===== src/rtl/irrigation_pkg.sv =====
// Shared state encoding and default durations for the irrigation controller.
package irrigation_pkg;

    localparam int STATE_W = 3;

    typedef enum logic [STATE_W-1:0] {
        ST_IDLE     = 3'd0,
        ST_FILL     = 3'd1,
        ST_SPRINKLE = 3'd2,
        ST_DRIP     = 3'd3,
        ST_ALARM    = 3'd4
    } state_e;

    localparam int DEF_SPRINKLE_TICKS = 4;
    localparam int DEF_DRIP_TICKS     = 6;
    localparam int DEF_FILL_TIMEOUT   = 16;
    localparam int DEF_CNT_W          = 5;

    // Lane order of the divider inputs through the tick conditioners.
    localparam int NUM_TICK  = 4;
    localparam int TK_SPRINK = 0;
    localparam int TK_DRIP   = 1;
    localparam int TK_FILL   = 2;
    localparam int TK_1HZ    = 3;

endpackage


===== src/rtl/irrigation_controller_tick_sync.sv =====
// Brings a divider ripple-clock into the system domain and turns each rise into a one-cycle tick.
module tick_sync (
    input  logic clk_896hz,
    input  logic clear_n,
    input  logic async_in,
    output logic tick,
    output logic level
);

    logic [2:0] sync_q;

    always_ff @(posedge clk_896hz or negedge clear_n) begin
        if (!clear_n) sync_q <= '0;
        else          sync_q <= {sync_q[1:0], async_in};
    end

    // sync_q[1] is the metastability-safe level; sync_q[2] is its one-cycle history.
    assign tick  = sync_q[1] & ~sync_q[2];
    assign level = sync_q[1];

endmodule


===== src/rtl/irrigation_controller.sv =====
// Irrigation sequencer: tank fill, sprinkler and drip runs timed by divider ticks, with fill-failure alarm.
module irrigation_controller
    import irrigation_pkg::*;
#(
    parameter int SPRINKLE_TICKS = DEF_SPRINKLE_TICKS,
    parameter int DRIP_TICKS     = DEF_DRIP_TICKS,
    parameter int FILL_TIMEOUT   = DEF_FILL_TIMEOUT,
    parameter int CNT_W          = DEF_CNT_W
) (
    input  logic               clk_896hz,
    input  logic               clear_n,
    input  logic               sprinkler_clk,
    input  logic               drip_clk,
    input  logic               fill_clk,
    input  logic               clk_1hz,
    input  logic               enable,
    input  logic               dry,
    input  logic               mode,
    input  logic               lvl_low,
    input  logic               lvl_high,
    output logic               valve_fill,
    output logic               valve_sprinkler,
    output logic               valve_drip,
    output logic               alarm,
    output logic [STATE_W-1:0] state,
    output logic [CNT_W-1:0]   count
);

    logic [NUM_TICK-1:0] div_in;
    logic [NUM_TICK-1:0] tick;
    logic [NUM_TICK-1:0] level;

    assign div_in[TK_SPRINK] = sprinkler_clk;
    assign div_in[TK_DRIP]   = drip_clk;
    assign div_in[TK_FILL]   = fill_clk;
    assign div_in[TK_1HZ]    = clk_1hz;

    for (genvar i = 0; i < NUM_TICK; i++) begin : g_tick
        tick_sync u_tick_sync (
            .clk_896hz (clk_896hz),
            .clear_n   (clear_n),
            .async_in  (div_in[i]),
            .tick      (tick[i]),
            .level     (level[i])
        );
    end

    // The 1 Hz lane is only used as a level, the others only as ticks.
    logic unused_lanes;
    assign unused_lanes = ^{tick[TK_1HZ], level[TK_FILL:TK_SPRINK]};

    localparam logic [CNT_W-1:0] SPR_LOAD  = CNT_W'(SPRINKLE_TICKS);
    localparam logic [CNT_W-1:0] DRIP_LOAD = CNT_W'(DRIP_TICKS);
    localparam logic [CNT_W-1:0] FILL_LAST = CNT_W'(FILL_TIMEOUT - 1);
    localparam logic [CNT_W-1:0] CNT_ONE   = CNT_W'(1);

    state_e           state_q, state_d;
    logic [CNT_W-1:0] count_q, count_d;
    logic             run_tick;

    always_ff @(posedge clk_896hz or negedge clear_n) begin
        if (!clear_n) begin
            state_q <= ST_IDLE;
            count_q <= '0;
        end else begin
            state_q <= state_d;
            count_q <= count_d;
        end
    end

    assign run_tick = (state_q == ST_SPRINKLE) ? tick[TK_SPRINK] : tick[TK_DRIP];

    always_comb begin
        state_d = state_q;
        count_d = count_q;
        if (!enable) begin
            state_d = ST_IDLE;
            count_d = '0;
        end else begin
            unique case (state_q)
                ST_IDLE: begin
                    if (dry) begin
                        if (!lvl_low) begin
                            state_d = ST_FILL;
                            count_d = '0;
                        end else if (!mode) begin
                            state_d = ST_SPRINKLE;
                            count_d = SPR_LOAD;
                        end else begin
                            state_d = ST_DRIP;
                            count_d = DRIP_LOAD;
                        end
                    end
                end
                ST_FILL: begin
                    // A full tank wins over a timeout tick landing on the same edge.
                    if (lvl_high) begin
                        state_d = ST_IDLE;
                        count_d = '0;
                    end else if (tick[TK_FILL]) begin
                        if (count_q >= FILL_LAST) begin
                            state_d = ST_ALARM;
                            count_d = '0;
                        end else begin
                            count_d = count_q + CNT_ONE;
                        end
                    end
                end
                ST_SPRINKLE, ST_DRIP: begin
                    // Running out of water restarts the run from scratch after the refill.
                    if (!lvl_low) begin
                        state_d = ST_FILL;
                        count_d = '0;
                    end else if (!dry) begin
                        state_d = ST_IDLE;
                        count_d = '0;
                    end else if (run_tick) begin
                        if (count_q <= CNT_ONE) begin
                            state_d = ST_IDLE;
                            count_d = '0;
                        end else begin
                            count_d = count_q - CNT_ONE;
                        end
                    end
                end
                ST_ALARM: begin
                    state_d = ST_ALARM;
                    count_d = '0;
                end
                default: begin
                    state_d = ST_IDLE;
                    count_d = '0;
                end
            endcase
        end
    end

    assign valve_fill      = (state_q == ST_FILL);
    assign valve_sprinkler = (state_q == ST_SPRINKLE);
    assign valve_drip      = (state_q == ST_DRIP);
    assign alarm           = (state_q == ST_ALARM) & level[TK_1HZ];
    assign state           = state_q;
    assign count           = count_q;

endmodule


===== config.mk =====
export PLATFORM = sky130hd
export DESIGN_NAME = irrigation_controller
export DESIGN_NICKNAME = d
export VERILOG_FILES = /design/src/rtl/irrigation_pkg.sv /design/src/rtl/irrigation_controller_tick_sync.sv /design/src/rtl/irrigation_controller.sv
export SDC_FILE = /design/constraint.sdc
export NUM_CORES = 1
export LEC_CHECK = 0
export ABC_AREA = 1
export CAP_MARGIN = 20
export CORE_ASPECT_RATIO = 0.7
export CORE_MARGIN = 2
export CORE_UTILIZATION = 46
export CTS_CLUSTER_SIZE = 40
export DETAILED_ROUTE_END_ITERATION = 6
export GPL_TIMING_DRIVEN = 0
export HOLD_SLACK_MARGIN = 0.05
export PLACE_DENSITY = 0.81
export REMOVE_ABC_BUFFERS = 1
export SYNTH_ARGS = -nofsm -noshare
export SYNTH_HDL_FRONTEND = slang
export SYNTH_SLANG_ARGS = --single-unit

===== constraint.sdc =====
create_clock -name clk_896hz -period 1.7 [get_ports clk_896hz]
set_input_delay 0.34 -clock clk_896hz [delete_from_list [all_inputs] [get_ports clk_896hz]]
set_output_delay 0.34 -clock clk_896hz [all_outputs]
set_load 0.005 [all_outputs]

==> out/qor.yml <==
outcome:
  status: "finished with violations"
  violations: "setup timing"
synthesis:
  yosysWarnings: 0
  synth_edf_count: 0
  ys.flop_type: "dfrtp_1"
  ys_ff_latch: 19
  yosys.area.top_type: "dfrtp_1"
  synth.distinct_cells: 23
  synth.avg_cell_area_sq_um: 7.217
  synth_area_leaders: "dfrtp_1, nand2_1, nand3_1, inv_1, nor2_1"
  synth.top_cell.area_share_pct: 40.17
  netlist_instances: 164
  async_flop_share_pct: 100.0
  netlist_area_sq_um: 1184
  seq_area_frac_synth_pct: 40.17
grt:
  grt_pass1_vias: 1197
  grt_use_met2_pct: 38.96
  grt_busiest_layer: "met2"
  track_usage_pct: 23.65
  grt_max_degree: 20
  grt_overflow: 0
  use_met1_pct: 29.47
  use_met3_pct: 5.134
  antenna_found_initial: 0
  grt_pass1_wl_um: 5257
die:
  initial_core_util_pct: 48.14
  num_rows: 15
  die_height_um: 46.44
  design.core.area_sq_um: 2459
  die_w_um: 64.63
  fp.dieArea_sq_um: 3001
  pin_count: 23
timing:
  max_freq_mhz: 567.4
  period_needed_ns: 1.762
  finalHoldViolCount: 0
  layout_setup_ws_ns: -0.06239
  holdWs_ns: 0.3492
  relSlewSlack_pct: 46.28
  tightestPinTransition_ns: 0.8033
  slew_violations: 0
  fin_crit_sh_pct: 103.7
  finClkSkew_ns: 0.002102
  rsz0062_at_grt: "yes"
  setup-violations-final: 6
clock_tree:
  clk_latency_ns: 0.25
  tritoncts: "yes"
  hold_buffers: 0
  root_buffer: "clkbuf_8"
  cts_buffers: 3
  cts_max_path_buffers: 2
  clk_pin_slew_ns: 0.07
  clock_tree.htree_level_count: 1
  cts_sinks: 19
run:
  maxCapViolCount: 0
worst_hold_path:
  min_from: "g_tick[0].u_tick_sync.sync_q[0]$_DFF_PN0_"
  hold_end: "g_tick[0].u_tick_sync.sync_q[1]$_DFF_PN0_"
  hold_depth: 0
  min_path_type: "register to register"
setup_path:
  r2r-start: "count[1]$_DFFE_PN0P_"
  critPathMaxFanout: 3
  worstSetupStartpointType: "register"
  critPathLaunch: "count[1]$_DFFE_PN0P_"
  ff2ff_setup_slack_ns: -0.06
  worstSetupPathType: "register to register"
  rr_endpoint: "count[1]$_DFFE_PN0P_"
  worstRegToRegCells: 11
  arrival_ns: 1.95
  endpoint_kind: "register"
  required_ns: 1.89
routing:
  drtPass1Iterations: 5
  num_vias: 1323
  wirelength_um: 3666
  drc: 0
  drt-vias-per-instance: 5.536
  postRouteAntennaNets: 0
  drt_iter0_markers: 251
  wire_per_inst_um: 15.34
power_and_ir_drop:
  ir_drop_mv: 0.5658
  p_per_area_nw_per_um2: 1120
  power_leakage_nw: 0.8768
  power_mw: 1.892
layout:
  num_antenna_cells: 0
  layout_commonest_cell: "nand2_1"
  final_net_count: 221
  multi_input_area_sq_um: 688.2
  register_area_sq_um: 483.0
  area_growth_pct: 42.71
  drive_gt1_share_pct: 29.27
  layout_common_cells: "nand2_1, inv_1, nor2_1"
  fillers: 170
placed_design:
  dpl.hpwl_um: 2194
  io_buffer_count: 22
  gp_congestion: 0.9255
-- cells in the mapped netlist (2+ instances only) --
cell type	instances
dfrtp_1	19
ha_1	4
inv_1	21
inv_2	3
nand2_1	50
nand2_2	3
nand3_1	19
nand3_2	3
nor2_1	20
nor2_2	4
nor2_4	3
o21ai_0	3
xor2_1	2
-- where the power goes --
group / leakage, nW / total, mW / switching, mW / internal [mW]
clock network: 0.0228 / 0.304 / 0.138 / 0.166
registers: 0.228 / 0.580 / 0.0693 / 0.511
logic: 0.626 / 1.01 / 0.572 / 0.435
total: 0.877 / 1.89 / 0.779 / 1.11
-- cell families (layout without fill, tap and decap cells) --
group / count (synthesis) / count (layout) / synth area share [%]
buf+inv: 25 / 66 / 8.246
xor+xnor: 2 / 2 / 1.480
fa+ha+maj: 4 / 4 / 4.228
simple gates: 108 / 108 / 43.02
flops: 19 / 19 / 40.17
compound gates: 6 / 6 / 2.854
-- what timing repair did --
item                                   4_1_cts  5_1_grt
resized for setup                           19       18
pin swaps                                    2       15
setup endpoints to repair                   12        7
setup buffers                               14        2
endpoints found under the hold margin        0        0
-- critical path: stages, from the launching register on --
cell and delay (ns):
dfrtp_2 0.43, ha_4 0.17, nand2_2 0.06, nor2_2 0.03, ha_2 0.16, or2_4 0.26
nor2_4 0.17, buf_6 0.12, nand3_2 0.07, nand3_2 0.10, nand2_1 0.06, nand2_1 0.06
-- per-layer routing --
| layer | wire length (um) | part of all wire, % |
|---|---|---|
| met4 | 143 | 3.9 |
| met1 | 1567 | 43 |
| met2 | 1631 | 44 |
| met5 | 0 | 0 |
| met3 | 323 | 8.8 |
-- layout make-up --
| class | instances | share of cell area (%) |
|---|---|---|
| sequential | 19 | 28.59 |
| clock buffer | 4 | 2.667 |
| multi-input combinational | 120 | 40.74 |
| inverter | 24 | 5.481 |
| timing repair buffer | 38 | 20.00 |
| tap | 34 | 2.519 |
-- sequential cells by signal, summed over array words and instances, names as in the netlist --
| name | count |
|---|---|
| count | 5 |
| state | 3 |
| g_tick.u_tick_sync.sync_q | 11 |
-- metrics by stage --
stage | util [%] | area [sq um] | TNS (ns) | instances | worst slack, ns
6_report | 68.70 | 1689 | -0.2493 | 239 | -0.06239
2_1_floorplan | - | 1176 | -0.004321 | 163 | -0.004123
3_5_place_dp | 58.52 | 1439 | -1.151 | 219 | -0.1648
4_1_cts | 65.75 | 1617 | 0 | 237 | 0.01968
3_3_place_gp | 58.52 | 1439 | -0.7027 | 219 | -0.1321
5_1_grt | 68.70 | 1689 | -0.7789 | 239 | -0.1377
-- how the worst max path moves through the flow --
stage	endpoint	slack [ns]	depth (start not counted)
finish	count[1]$_DFFE_PN0P_	-0.06	11
global route	state[1]$_DFFE_PN0P_	-0.14	11
CTS	state[0]$_DFFE_PN0P_	0.02	11
detailed placement	state[0]$_DFFE_PN0P_	-0.16	11
global placement	state[0]$_DFFE_PN0P_	-0.13	11
floorplan	state[0]$_DFFE_PN0P_	-0.004	11
Note: power is estimated with default switching activity, not from simulation.
